==> src/rtl/vga_pkg.sv <==
// Shared VGA definitions: resolution, counter/colour widths and the timing bundle
// passed between pipeline stages.
package vga_pkg;

  localparam int unsigned H_RES = 800;
  localparam int unsigned V_RES = 600;
  localparam int unsigned CNT_W = 11;
  localparam int unsigned RGB_W = 12;

  typedef enum logic {
    POS_IDLE = 1'b0,
    POS_HELD = 1'b1
  } pos_state_e;

  typedef struct packed {
    logic [CNT_W-1:0] hcount;
    logic [CNT_W-1:0] vcount;
    logic             hs;
    logic             vs;
    logic             hblnk;
    logic             vblnk;
  } vga_timing_t;

  function automatic logic [CNT_W-1:0] clamp_pos(input logic [CNT_W-1:0] v,
                                                 input logic [CNT_W-1:0] lim);
    return (v > lim) ? lim : v;
  endfunction

endpackage

==> src/rtl/pos_update_ctl.sv <==
// Sprite position handshake: captures clamped requests, acks them, and commits
// the pending position to the active one only on a vblank rising edge.
module pos_update_ctl
  import vga_pkg::*;
#(
  parameter int unsigned IMG_W  = 64,
  parameter int unsigned IMG_H  = 64,
  parameter int unsigned X_INIT = 0,
  parameter int unsigned Y_INIT = 0
) (
  input  logic             pclk,
  input  logic             rst,
  input  logic             vblnk_in,
  input  logic             pos_req,
  input  logic [CNT_W-1:0] xpos_in,
  input  logic [CNT_W-1:0] ypos_in,
  output logic             pos_ack,
  output logic [CNT_W-1:0] active_x,
  output logic [CNT_W-1:0] active_y
);

  localparam logic [CNT_W-1:0] X_MAX = CNT_W'(H_RES - IMG_W);
  localparam logic [CNT_W-1:0] Y_MAX = CNT_W'(V_RES - IMG_H);

  pos_state_e       state, state_nxt;
  logic [CNT_W-1:0] pend_x, pend_y, pend_x_nxt, pend_y_nxt;
  logic [CNT_W-1:0] act_x_nxt, act_y_nxt;
  logic             vblnk_q;
  logic             ack_nxt;
  logic             vblnk_rise;
  logic [CNT_W-1:0] x_clamp, y_clamp;

  assign vblnk_rise = vblnk_in & ~vblnk_q;
  assign x_clamp    = clamp_pos(xpos_in, X_MAX);
  assign y_clamp    = clamp_pos(ypos_in, Y_MAX);

  always_ff @(posedge pclk or posedge rst) begin
    if (rst) begin
      state    <= POS_IDLE;
      pend_x   <= '0;
      pend_y   <= '0;
      active_x <= CNT_W'(X_INIT);
      active_y <= CNT_W'(Y_INIT);
      vblnk_q  <= 1'b0;
      pos_ack  <= 1'b0;
    end else begin
      state    <= state_nxt;
      pend_x   <= pend_x_nxt;
      pend_y   <= pend_y_nxt;
      active_x <= act_x_nxt;
      active_y <= act_y_nxt;
      vblnk_q  <= vblnk_in;
      pos_ack  <= ack_nxt;
    end
  end

  // A request arriving on the commit edge bypasses pending and lands in active at once.
  always_comb begin
    state_nxt  = state;
    pend_x_nxt = pend_x;
    pend_y_nxt = pend_y;
    act_x_nxt  = active_x;
    act_y_nxt  = active_y;
    ack_nxt    = 1'b0;
    if (pos_req) begin
      ack_nxt    = 1'b1;
      pend_x_nxt = x_clamp;
      pend_y_nxt = y_clamp;
      if (vblnk_rise) begin
        act_x_nxt = x_clamp;
        act_y_nxt = y_clamp;
        state_nxt = POS_IDLE;
      end else begin
        state_nxt = POS_HELD;
      end
    end else if (state == POS_HELD && vblnk_rise) begin
      act_x_nxt = pend_x;
      act_y_nxt = pend_y;
      state_nxt = POS_IDLE;
    end
  end

endmodule

==> src/rtl/image_addr_gen.sv <==
// Image ROM address generator: maps the VGA beam position onto a sprite-relative
// ROM address with a 2-cycle pipeline, keeping the timing signals aligned.
module image_addr_gen
  import vga_pkg::*;
#(
  parameter int unsigned IMG_W  = 64,
  parameter int unsigned IMG_H  = 64,
  parameter int unsigned H_RES_P = H_RES,
  parameter int unsigned V_RES_P = V_RES,
  parameter int unsigned X_INIT = 0,
  parameter int unsigned Y_INIT = 0,
  parameter int unsigned ADDR_W = 12
) (
  input  logic              pclk,
  input  logic              rst,
  input  logic [10:0]       hcount_in,
  input  logic [10:0]       vcount_in,
  input  logic              hs_in,
  input  logic              vs_in,
  input  logic              hblnk_in,
  input  logic              vblnk_in,
  input  logic              pos_req,
  input  logic [10:0]       xpos_in,
  input  logic [10:0]       ypos_in,
  output logic              pos_ack,
  output logic [ADDR_W-1:0] rom_addr,
  output logic              img_en,
  output logic [10:0]       hcount,
  output logic [10:0]       vcount,
  output logic              hs_out,
  output logic              vs_out,
  output logic              hblnk,
  output logic              vblnk
);

  localparam int unsigned XB = $clog2(IMG_W);
  localparam int unsigned YB = $clog2(IMG_H);

  logic [CNT_W-1:0] active_x, active_y;
  logic [CNT_W:0]   rel_x_c, rel_y_c;
  logic             inside_c;
  logic [XB-1:0]    rel_x_q;
  logic [YB-1:0]    rel_y_q;
  logic             inside_q;
  vga_timing_t      tim_in_c, tim1_q, tim2_q;

  pos_update_ctl #(
    .IMG_W  (IMG_W),
    .IMG_H  (IMG_H),
    .X_INIT (X_INIT),
    .Y_INIT (Y_INIT)
  ) u_pos_ctl (
    .pclk     (pclk),
    .rst      (rst),
    .vblnk_in (vblnk_in),
    .pos_req  (pos_req),
    .xpos_in  (xpos_in),
    .ypos_in  (ypos_in),
    .pos_ack  (pos_ack),
    .active_x (active_x),
    .active_y (active_y)
  );

  // 12-bit two's complement offsets; the sign bit rejects pixels left of/above the image.
  assign rel_x_c  = {1'b0, hcount_in} - {1'b0, active_x};
  assign rel_y_c  = {1'b0, vcount_in} - {1'b0, active_y};
  assign inside_c = ~rel_x_c[CNT_W] && (rel_x_c < (CNT_W+1)'(IMG_W)) &&
                    ~rel_y_c[CNT_W] && (rel_y_c < (CNT_W+1)'(IMG_H)) &&
                    ~hblnk_in && ~vblnk_in;

  assign tim_in_c = '{hcount: hcount_in, vcount: vcount_in, hs: hs_in, vs: vs_in,
                      hblnk: hblnk_in, vblnk: vblnk_in};

  always_ff @(posedge pclk or posedge rst) begin
    if (rst) begin
      rel_x_q  <= '0;
      rel_y_q  <= '0;
      inside_q <= 1'b0;
      tim1_q   <= '0;
      rom_addr <= '0;
      img_en   <= 1'b0;
      tim2_q   <= '0;
    end else begin
      rel_x_q  <= rel_x_c[XB-1:0];
      rel_y_q  <= rel_y_c[YB-1:0];
      inside_q <= inside_c;
      tim1_q   <= tim_in_c;
      rom_addr <= inside_q ? ADDR_W'({rel_y_q, rel_x_q}) : '0;
      img_en   <= inside_q;
      tim2_q   <= tim1_q;
    end
  end

  assign hcount = tim2_q.hcount;
  assign vcount = tim2_q.vcount;
  assign hs_out = tim2_q.hs;
  assign vs_out = tim2_q.vs;
  assign hblnk  = tim2_q.hblnk;
  assign vblnk  = tim2_q.vblnk;

endmodule

==> config.mk <==
export PLATFORM = sky130hd
export DESIGN_NAME = image_addr_gen
export DESIGN_NICKNAME = d
export VERILOG_FILES = /design/src/rtl/vga_pkg.sv /design/src/rtl/pos_update_ctl.sv /design/src/rtl/image_addr_gen.sv
export SDC_FILE = /design/constraint.sdc
export NUM_CORES = 1
export LEC_CHECK = 0
export ABC_CLOCK_PERIOD_IN_PS = 4500
export BUFFER_PORTS_ARGS = -buffer_cell sky130_fd_sc_hd__buf_2
export CORE_MARGIN = 1
export CORE_UTILIZATION = 41
export CTS_CLUSTER_DIAMETER = 30
export DETAILED_ROUTE_END_ITERATION = 7
export MAX_ROUTING_LAYER = met4
export PLACE_DENSITY = 0.69
export SLEW_MARGIN = 20
export SYNTH_ARGS = -nofsm -noshare
export SYNTH_HDL_FRONTEND = slang
export SYNTH_HIERARCHICAL = 1
export SYNTH_SLANG_ARGS = --single-unit
==> constraint.sdc <==
create_clock -name pclk -period 4.5 [get_ports pclk]
set_input_delay 0.9 -clock pclk [delete_from_list [all_inputs] [get_ports pclk]]
set_output_delay 0.9 -clock pclk [all_outputs]
set_load 0.01 [all_outputs]
==> impl_metrics.tcl <==
set metrics [dict create \
    cts_max_level 4 \
    post-cts-setup-buffers 0 \
    grt_pass1_wl_um 17600 \
    drtPass1Iterations 4 \
    synth_edf_count 0 \
    die_x_um 115 \
    yosysTopAreaCell "dfrtp_1" \
    drcViolationCount 0 \
    arrival_ns 3.00 \
    max_stage_delay_ns 0.39 \
    routed_via_density 4.98 \
    cts_tree "yes" \
    worstHoldPathCells 0 \
    cp_max_fo 3 \
    setup_violations 0 \
    period_needed_ns 2.66 \
    grt_max_degree 56 \
    hold_path_end "vcount[1]" \
    ys_async_sr_fraction 1.00 \
    initial_core_util 0.428 \
    core_area_mm2 0.0122 \
    max_freq_ghz 0.376 \
    crit_chain "buf_2 -> inv_1 -> ha_1 -> inv_1 -> fa_1 -> a21o_1 -> a221oi_2 -> nand3_1 -> o211ai_1 -> o2111ai_1 -> a2111oi_2 -> and3_1" \
    netlist_instances 443 \
    io_pins 91 \
    area_growth_pct 24.5 \
    synth_nets 518 \
    yosys.cell_types.count 59 \
    synth_top_family_by_area "compound AO/OA/AOI/OAI gates" \
    p_leak_nw 3.09 \
    worstReg2RegStart "u_pos_ctl/active_y[7]" \
    rr_worst_depth 9 \
    crit_required_ns 4.85 \
    routed-via-count 3596 \
    synth-seq-cells 125 \
    die_area_mm2 0.0132 \
    rsz0062_at_grt "false" \
    wl_um 10700 \
    tns_ns 0 \
    fillers 1037 \
    synth-main-ff-cell "dfrtp_1" \
    seq_area_frac_synth 0.598 \
    cts_hold_buf 0 \
    synth.avg_cell_area_um2 11.8 \
    rows 40 \
    crit_top_cell "inv_1" \
    final_common_cell "dfrtp_1" \
    place_area_mm2 0.00585 \
    fin_cells 722 \
    hp-class "flip-flop to flip-flop" \
    drt_iter0_drc 167 \
    worst_slew_pin_slew_ns 0.872 \
    pwr_density_cell_mw_per_mm2 508 \
    drive_above_1_share 0.255 \
    antenna_found_initial 0 \
    crit_path_start "hcount_in[0]" \
    dp_hpwl_um 7710 \
    whs_ns 0.344 \
    synthAdderAreaFrac 0.0603 \
    cts.sinks 125 \
    final_nets 616 \
    placed_cells 690 \
    finalPower_mw 3.30 \
    period_share 0.591 \
    syn-cell-area_mm2 0.00523 \
    netlist.area_leader.share 0.598 \
    yosys_warnings 6 \
    cts_buffers 17 \
    crit_path_end_kind "flip-flop" \
    gp_congestion 0.855 \
    cp_slowest_cell "fa_1" \
    synth_compound_area_frac 0.139 \
    relSlewSlack 0.418 \
    clock-root-buffer "clkbuf_16" \
    postLayoutCellArea_mm2 0.00651 \
    status "completed" \
    diodes 0 \
    grt_usage 0.181 \
    synthSimpleGateAreaFrac 0.131 \
    gr-total-overflow 0 \
    clockBufferDepth 2 \
    drv_slew 0 \
    die_h_um 115 \
    ir_drop_uv 247 \
    reg2reg_slack_ns 2.10 \
    worst-setup-path-type "input pin to flip-flop" \
    final_antenna_net_count 0 \
    layout_common_cells "dfrtp_1, buf_2, inv_1, nand2_1" \
    synth_area_leaders "dfrtp_1, ha_1, inv_1" \
    synth_xor_area_frac 0.0184 \
    min-delay-start "tim1_q[5]" \
    clkLatencyLatePin_ns 0.41 \
    cap_violations 0 \
    worstReg2RegEnd "inside_q" \
    skew_ns 0.00423 \
    grt_pass1_vias 3589 \
    post_cts_resized 0 \
    final_hold_viol_count 0 \
    startpoint_type "input pin" \
    wl_per_cell_um 14.8 \
    synthMuxAreaShare 0.0168 \
    io_buffers 90 \
    clk_pin_slew_worst_paths_ns 0.05 \
]
cells by family (layout without fill, tap and decap cells):
family          after synthesis  after routing
buf+inv                      49            160
compound gates               96             96
mux                           8              8
fa+ha+maj                    24             24
xor+xnor                     11             11
simple gates                130            130
flops                       125            125
how the worst max path moves through the flow:
| stage | to | slack, ns |
|---|---|---|
| 2_1_floorplan | hblnk | 1.60 |
| 3_3_place_gp | inside_q | 1.49 |
| 3_5_place_dp | inside_q | 1.41 |
| 4_1_cts | inside_q | 1.84 |
| 5_1_grt | inside_q | 1.73 |
| 6_report | inside_q | 1.84 |
per-layer routing:
layer | GRT usage | wire [um]
met5 | - | 0
met4 | 0.0823 | 209
met3 | 0.0411 | 519
met2 | 0.272 | 4890
met1 | 0.235 | 5070
synth_stat cells (5+ instances only):
cell / count
o2bb2ai_1: 7
o21ai_0: 8
nand2b_1: 7
xnor2_1: 6
dfrtp_1: 125
nand2_1: 31
nor3_1: 10
mux2_2: 6
a221o_1: 7
nand3_1: 9
o22a_1: 5
a22o_1: 5
ha_1: 22
nor2_1: 22
nor2b_1: 19
xor2_1: 5
a21oi_1: 22
inv_1: 33
clkbuf_1: 8
and2_1: 13
report_power, final:
group	leakage, nW	switching, mW	internal [mW]
Combinational	1.26	0.309	0.231
Sequential	1.52	0.0511	1.24
Clock	0.312	0.474	1.00
Total	3.09	0.834	2.47
worst max-delay path, delay by kind of cell:
kind	cells	cell delay (ns)
buf+inv	3	0.21
compound gates	5	1.04
fa+ha+maj	2	0.54
simple gates	2	0.31
metrics by stage:
step,setup slack (ns),utilization
final,1.84,0.533
after global routing,1.73,0.533
after CTS,1.84,0.533
after detailed placement,1.41,0.479
after global placement,1.49,0.479
after floorplan,1.60,-
sequential cells by signal, indices dropped and copies added, names as in the netlist, 6 cells and up:
| register | cells |
|---|---|
| hcount | 11 |
| rel_x_q | 6 |
| rel_y_q | 6 |
| rom_addr | 12 |
| tim1_q | 26 |
| u_pos_ctl/active_x | 11 |
| u_pos_ctl/active_y | 11 |
| u_pos_ctl/pend_x | 11 |
| u_pos_ctl/pend_y | 11 |
| vcount | 11 |
final cells by class:
class	count	area, um2	share of cell area
multi-input cells	269	1910	0.294
clock buffers	23	498	0.0765
clock inverters	9	156	0.0240
flip-flops and latches	125	3130	0.481
inverters	36	136	0.0210
well taps	168	210	0.0323
repair buffers	92	465	0.0715
Note: power is estimated with default switching activity, not from simulation.
